$ cat config.mk
export PLATFORM = sky130hd
export DESIGN_NAME = microcode_sequencer_fsm
export DESIGN_NICKNAME = d
export VERILOG_FILES = /design/src/rtl/microcode_sequencer_pkg.sv /design/src/rtl/microcode_return_stack.sv /design/src/rtl/microcode_sequencer_fsm.sv
export SDC_FILE = /design/constraint.sdc
export NUM_CORES = 1
export LEC_CHECK = 0
export BUFFER_PORTS_ARGS = -buffer_cell sky130_fd_sc_hd__buf_2
export CAP_MARGIN = 20
export CORE_ASPECT_RATIO = 0.9
export CORE_UTILIZATION = 57
export DETAILED_ROUTE_END_ITERATION = 10
export GPL_TIMING_DRIVEN = 0
export PLACE_DENSITY = 0.88
export SLEW_MARGIN = 20
export SYNTH_ARGS = -nofsm -noshare
export SYNTH_HDL_FRONTEND = slang
export SYNTH_SLANG_ARGS = --single-unit
$ cat constraint.sdc
create_clock -name clock -period 3.35 [get_ports clock]
set_clock_uncertainty 0.15 [all_clocks]
set_input_delay 0.67 -clock clock [delete_from_list [all_inputs] [get_ports clock]]
set_output_delay 0.67 -clock clock [all_outputs]
set_load 0.02 [all_outputs]
$ cat src/rtl/microcode_sequencer_pkg.sv
// rtl/microcode_sequencer_pkg.sv - shared state type and fault codes for the microcode sequencer
package microcode_sequencer_pkg;

    typedef enum logic [2:0] {
        ST_IDLE    = 3'd0,
        ST_FETCH   = 3'd1,
        ST_DECODE  = 3'd2,
        ST_EXECUTE = 3'd3,
        ST_FAULT   = 3'd4
    } state_t;

    localparam logic [1:0] FAULT_NONE      = 2'd0;
    localparam logic [1:0] FAULT_OVERFLOW  = 2'd1;
    localparam logic [1:0] FAULT_UNDERFLOW = 2'd2;
    localparam logic [1:0] FAULT_WATCHDOG  = 2'd3;

endpackage

$ cat src/rtl/microcode_return_stack.sv
// rtl/microcode_return_stack.sv - bounded LIFO of microcode return addresses
module microcode_return_stack #(
    parameter int DEPTH = 4,
    parameter int WIDTH = 16
) (
    input  logic             clock,
    input  logic             reset,
    input  logic             push,
    input  logic             pop,
    input  logic             clear,
    input  logic [WIDTH-1:0] data_in,
    output logic [WIDTH-1:0] data_out,
    output logic             full,
    output logic             empty
);
    localparam int PTR_W = $clog2(DEPTH + 1);
    localparam int IDX_W = (DEPTH > 1) ? $clog2(DEPTH) : 1;
    localparam logic [PTR_W-1:0] DEPTH_CNT = PTR_W'(DEPTH);

    logic [WIDTH-1:0] mem_q [DEPTH];
    logic [WIDTH-1:0] mem_d [DEPTH];
    logic [PTR_W-1:0] sp_q, sp_d;
    logic [IDX_W-1:0] wr_idx, rd_idx;

    assign full     = (sp_q == DEPTH_CNT);
    assign empty    = (sp_q == '0);
    assign wr_idx   = IDX_W'(sp_q);
    assign rd_idx   = IDX_W'(sp_q - 1'b1);
    assign data_out = empty ? '0 : mem_q[rd_idx];

    // Next pointer and entry contents; clear wins, overflow/underflow requests are ignored
    always_comb begin
        mem_d = mem_q;
        sp_d  = sp_q;
        if (clear) begin
            sp_d = '0;
        end else if (push && !full) begin
            mem_d[wr_idx] = data_in;
            sp_d          = sp_q + 1'b1;
        end else if (pop && !empty) begin
            sp_d = sp_q - 1'b1;
        end
    end

    // Stack pointer register
    always_ff @(posedge clock) begin
        if (reset) begin
            sp_q <= '0;
        end else begin
            sp_q <= sp_d;
        end
    end

    // Entry storage; contents are only meaningful below the pointer so no reset is needed
    always_ff @(posedge clock) begin
        mem_q <= mem_d;
    end

endmodule

$ cat src/rtl/microcode_sequencer_fsm.sv
// rtl/microcode_sequencer_fsm.sv - fetch/decode/execute sequencer driving the microcode ROM
module microcode_sequencer_fsm
    import microcode_sequencer_pkg::*;
#(
    parameter int UADDR_WIDTH = 16,
    parameter int STACK_DEPTH = 4,
    parameter int MAX_UOPS    = 32
) (
    input  logic                   clock,
    input  logic                   reset,
    input  logic                   enable,
    input  logic                   instruction_ready,
    input  logic                   memory_wait,
    input  logic [UADDR_WIDTH-1:0] opcode_entry_address,
    input  logic                   uop_finish,
    input  logic                   uop_branch,
    input  logic                   uop_branch_condition,
    input  logic                   uop_call,
    input  logic                   uop_return,
    input  logic [UADDR_WIDTH-1:0] uop_target,
    output logic [UADDR_WIDTH-1:0] microcode_address,
    output logic                   microcode_rom_read_enable,
    output logic                   instruction_fetch_request,
    output logic                   program_counter_enable,
    output logic                   busy,
    output logic                   fault,
    output logic [1:0]             fault_code
);
    localparam int WD_W = $clog2(MAX_UOPS + 1);
    // Watchdog value seen on the last permitted micro-op of an instruction
    localparam logic [WD_W-1:0] WD_LAST = WD_W'(MAX_UOPS - 1);

    state_t                 state_q, state_d;
    logic [UADDR_WIDTH-1:0] addr_q, addr_d;
    logic [WD_W-1:0]        wd_q, wd_d;
    logic [1:0]             code_q, code_d;
    logic                   pc_en_q, pc_en_d;

    logic                   stk_push, stk_pop, stk_clear, stk_full, stk_empty;
    logic [UADDR_WIDTH-1:0] stk_top;
    logic [UADDR_WIDTH-1:0] addr_inc;
    logic [1:0]             fault_hit;

    assign addr_inc = addr_q + 1'b1;

    microcode_return_stack #(
        .DEPTH (STACK_DEPTH),
        .WIDTH (UADDR_WIDTH)
    ) u_stack (
        .clock    (clock),
        .reset    (reset),
        .push     (stk_push),
        .pop      (stk_pop),
        .clear    (stk_clear),
        .data_in  (addr_inc),
        .data_out (stk_top),
        .full     (stk_full),
        .empty    (stk_empty)
    );

    // Next-state logic: sequencing, micro-op priority resolution and fault detection
    always_comb begin
        state_d   = state_q;
        addr_d    = addr_q;
        wd_d      = wd_q;
        code_d    = code_q;
        pc_en_d   = 1'b0;
        stk_push  = 1'b0;
        stk_pop   = 1'b0;
        stk_clear = 1'b0;
        fault_hit = FAULT_NONE;
        case (state_q)
            ST_IDLE: begin
                if (enable) state_d = ST_FETCH;
            end
            ST_FETCH: begin
                if (instruction_ready) state_d = ST_DECODE;
            end
            ST_DECODE: begin
                addr_d    = opcode_entry_address;
                wd_d      = '0;
                stk_clear = 1'b1;
                state_d   = ST_EXECUTE;
            end
            ST_EXECUTE: begin
                if (!memory_wait) begin
                    wd_d = wd_q + 1'b1;
                    if (uop_finish) begin
                        pc_en_d = 1'b1;
                        state_d = enable ? ST_FETCH : ST_IDLE;
                    end else begin
                        if (uop_return) begin
                            if (stk_empty) begin
                                fault_hit = FAULT_UNDERFLOW;
                            end else begin
                                stk_pop = 1'b1;
                                addr_d  = stk_top;
                            end
                        end else if (uop_call) begin
                            if (stk_full) begin
                                fault_hit = FAULT_OVERFLOW;
                            end else begin
                                stk_push = 1'b1;
                                addr_d   = uop_target;
                            end
                        end else if (uop_branch && uop_branch_condition) begin
                            addr_d = uop_target;
                        end else begin
                            addr_d = addr_inc;
                        end
                        // A stack fault on the same micro-op is reported in preference to the watchdog
                        if (fault_hit == FAULT_NONE && wd_q == WD_LAST) begin
                            fault_hit = FAULT_WATCHDOG;
                        end
                        if (fault_hit != FAULT_NONE) begin
                            state_d  = ST_FAULT;
                            code_d   = fault_hit;
                            addr_d   = '0;
                            stk_push = 1'b0;
                            stk_pop  = 1'b0;
                        end
                    end
                end
            end
            ST_FAULT: begin
                state_d = ST_FAULT;
            end
            default: begin
                state_d = ST_IDLE;
            end
        endcase
    end

    // State, address, watchdog, fault code and PC pulse registers
    always_ff @(posedge clock) begin
        if (reset) begin
            state_q <= ST_IDLE;
            addr_q  <= '0;
            wd_q    <= '0;
            code_q  <= FAULT_NONE;
            pc_en_q <= 1'b0;
        end else begin
            state_q <= state_d;
            addr_q  <= addr_d;
            wd_q    <= wd_d;
            code_q  <= code_d;
            pc_en_q <= pc_en_d;
        end
    end

    assign microcode_address         = addr_q;
    assign microcode_rom_read_enable = (state_q == ST_EXECUTE);
    assign instruction_fetch_request = (state_q == ST_FETCH);
    assign program_counter_enable    = pc_en_q;
    assign busy                      = (state_q != ST_IDLE);
    assign fault                     = (state_q == ST_FAULT);
    assign fault_code                = code_q;

endmodule

==> results.json <==
{
  "pwr_density_cell_nw_per_um2": 446.6,
  "endpoint_kind": "flop",
  "slowest_stage": "dfxtp_1",
  "violations": "DRC",
  "nets": 531,
  "path_max_fanout": 10,
  "dr.pass1.iters": 8,
  "dp_cells": 570,
  "cts.sinks": 95,
  "fillCellCount": 578,
  "drc_errors": 8,
  "synth_cell_types": 55,
  "ys_seq_area_share_pct": 54.14,
  "min_from": "fault_code[1]",
  "ant_nets": 0,
  "timing.rr.end": "microcode_address[6]",
  "dp_hpwl_um": 8290,
  "p_leak_nw": 1.984,
  "grt_usage_pct": 28.69,
  "pre_cts_slack_ns": 0.04851,
  "slew_headroom_pct": 52.81,
  "netlist_instances": 408,
  "final-max-slew-violation-count": 0,
  "initial_core_util_pct": 58.49,
  "worst_r2r_path_depth": 11,
  "holdPathEnd": "fault_code[1]",
  "grt_max_degree": 17,
  "crit_family": "buffers and inverters",
  "setup_tns_ns": 0,
  "overflow": 0,
  "fin_ws_ns": 0.1636,
  "core_um2": 8029,
  "regArea_um2": 2542,
  "synth_top_area_cell": "edfxtp_1",
  "port_buffers": 63,
  "netlist_area_um2": 4696,
  "reg2reg_slack_ns": 0.16,
  "area_growth_pct": 13.86,
  "fmax_mhz": 313.8,
  "fin_crit_sh_pct": 95.11,
  "wire_per_inst_um": 20.23,
  "postCtsSetupBuffers": 0,
  "antenna_cells": 0,
  "fin_hold_ws_ns": 0.3465,
  "critical_path_depth": 11,
  "ys_top_cells_by_count": "edfxtp_1 (64), nor2_1 (50), dfxtp_1 (31)",
  "rsz0062_at_grt": "no",
  "arrival_ns": 3.29,
  "status": "finished, violations left",
  "cts_buffers": 9,
  "die-area_um2": 8606,
  "synth_area_leaders": "edfxtp_1 (41%), dfxtp_1 (13%), mux4_2 (7.7%)",
  "layout.cells.non_filler": 585,
  "syn-num-nets": 457,
  "rows": 31,
  "ys_seq_elements": 95,
  "tightest_slew_ns": 0.7079,
  "netlist.area_leader.share_pct": 40.93,
  "vias_per_cell": 6.366,
  "critPathRequiredTime_ns": 3.46,
  "drt-total-wl_um": 11840,
  "crit_type": "reg2reg",
  "ys.flop_type": "edfxtp_1",
  "antenna_found_initial": 0,
  "finalSetupViolations": 0,
  "clk_pin_slew_ns": 0.09,
  "hold_path_class": "reg2reg",
  "maxCapViolations": 0,
  "drive_gt1_share_pct": 24.90,
  "root_buffer": "clkbuf_8",
  "critPathMaxStageDelay_ns": 0.38,
  "min_path_cells": 2,
  "hold_violations": 0,
  "crit_buf_inv": 5,
  "gp_congestion": 0.9233,
  "synth_area_per_cell_um2": 11.51,
  "crit_chain": "buf_2, buf_4, inv_1, ha_1, clkbuf_2, buf_2, mux4_2, nand2_1, nand2_1, a211oi_1, nor2_1",
  "ys_warn_count": 0,
  "cts_tree": "yes",
  "cts.path.max_buffers": 2,
  "ir_worst_vdd_mv": 0.3683,
  "synth_edf_count": 64,
  "dr_total_vias": 3724,
  "critPathLaunchType": "flop",
  "timing.rr.start": "u_stack.sp_q[0]",
  "yosysMostFrequentCell": "edfxtp_1",
  "io_pins": 65,
  "clock_latency_ns": 0.37,
  "multi_input_area_um2": 2001,
  "htree_levels": 3,
  "async_flop_share_pct": 0,
  "die_w_um": 97.68,
  "grt_pass1_wl_um": 18200,
  "fin_crit_ns": 3.186,
  "die_h_um": 88.11,
  "grt_pass1_vias": 3607,
  "drt_first_iter_violations": 405
}
[state kept, by name, indices dropped and copies added, names as in the netlist]
| register | cells |
|---|---|
| u_stack.mem_q | 64 |
| microcode_address | 16 |
| state_q | 3 |
| wd_q | 6 |
| program_counter_enable | 1 |
| u_stack.sp_q | 3 |
| fault_code | 2 |
[cells by family after synthesis]
family | Yosys count | share of synthesized area [%]
and+or+nand+nor | 137 | 15.37
xor gates and xnor gates | 16 | 2.984
buffers and inverters | 37 | 3.437
adders and majority gates | 7 | 1.865
AOI/OAI and AO/OA | 95 | 13.43
DFF | 95 | 54.14
muxes | 21 | 8.766
[per-stage QoR]
stage	cell area, um2	util, %	total power, mW
detailed placement	5135	63.96	1.607
floorplan	4696	-	1.501
global placement	5135	63.96	1.596
global route	5346	66.59	2.456
finish	5346	66.59	2.388
CTS	5338	66.48	2.375
[placed cells by master (no fill, tap or decap), types with 2 or more instances in the layout]
cell / Yosys / layout
a211o_1: 2 / 2
a211oi_1: 13 / 13
a211oi_2: 2 / 2
a21o_1: 2 / 2
a21oi_1: 17 / 16
a22oi_1: 2 / 2
and2_2: 0 / 4
buf_2: 8 / 71
bufinv_16: 0 / 2
clkbuf_1: 11 / 13
clkbuf_8: 0 / 9
dfxtp_1: 31 / 31
edfxtp_1: 64 / 64
ha_1: 7 / 7
inv_1: 14 / 14
mux2i_1: 4 / 4
mux4_2: 16 / 16
nand2_1: 29 / 29
nand2b_1: 6 / 6
nand3_1: 9 / 9
nand3b_1: 3 / 3
nand4_1: 6 / 6
nand4_4: 2 / 2
nor2_1: 50 / 50
nor2b_1: 3 / 3
nor3_1: 7 / 7
nor3b_1: 3 / 3
nor4_4: 2 / 2
o211ai_1: 4 / 4
o21a_1: 6 / 6
o21ai_0: 30 / 30
o221a_2: 3 / 3
o221ai_1: 7 / 7
or3_1: 3 / 3
xnor2_1: 6 / 6
xor2_1: 10 / 10
[metal layers]
layer | routed length (um) | track usage [%]
met1 | 4618 | 35.31
met2 | 5839 | 49.39
met5 | 0 | 0
met4 | 274 | 10.61
met3 | 1102 | 7.741
[timing repair]
| item | 4_1_cts | 5_1_grt |
|---|---|---|
| gates resized for setup | 0 | 4 |
| endpoints found under the hold margin | 0 | 0 |
| setup endpoints to repair | 0 | 64 |
| hold buffers | 0 | 0 |
[worst register-to-register path, stage by stage, from the launching register on]
cell      delay [ns]
dfxtp_1         0.38
buf_2           0.36
buf_4           0.31
inv_1           0.12
ha_1            0.32
clkbuf_2        0.26
buf_2           0.35
mux4_2          0.36
nand2_1         0.10
nand2_1         0.08
a211oi_1        0.21
nor2_1          0.07
[power by group]
group | switching, mW | internal (mW)
logic | 0.181 | 0.0965
clock network | 0.383 | 0.415
registers | 0.0349 | 1.28
[cell type report]
cell class / instances / share of cell area (%)
clock buffer: 11 / 2.457
buffer: 23 / 2.036
sequential: 95 / 47.55
timing repair buffer: 63 / 5.897
tap: 99 / 2.317
inverter: 14 / 0.9829
multi-input combinational: 276 / 37.42
clock inverter: 4 / 1.334
[worst max-delay path by stage]
stage / from / to / slack [ns]
floorplan: u_stack.sp_q[0] / u_stack.mem_q[48] / 0.78
global placement: u_stack.sp_q[0] / u_stack.mem_q[17] / 0.21
detailed placement: u_stack.sp_q[0] / u_stack.mem_q[51] / 0.05
CTS: u_stack.sp_q[0] / u_stack.mem_q[49] / 0.03
global route: u_stack.sp_q[0] / microcode_address[8] / 0.04
finish: u_stack.sp_q[0] / microcode_address[6] / 0.16
Power figures use the tool's default switching activity.
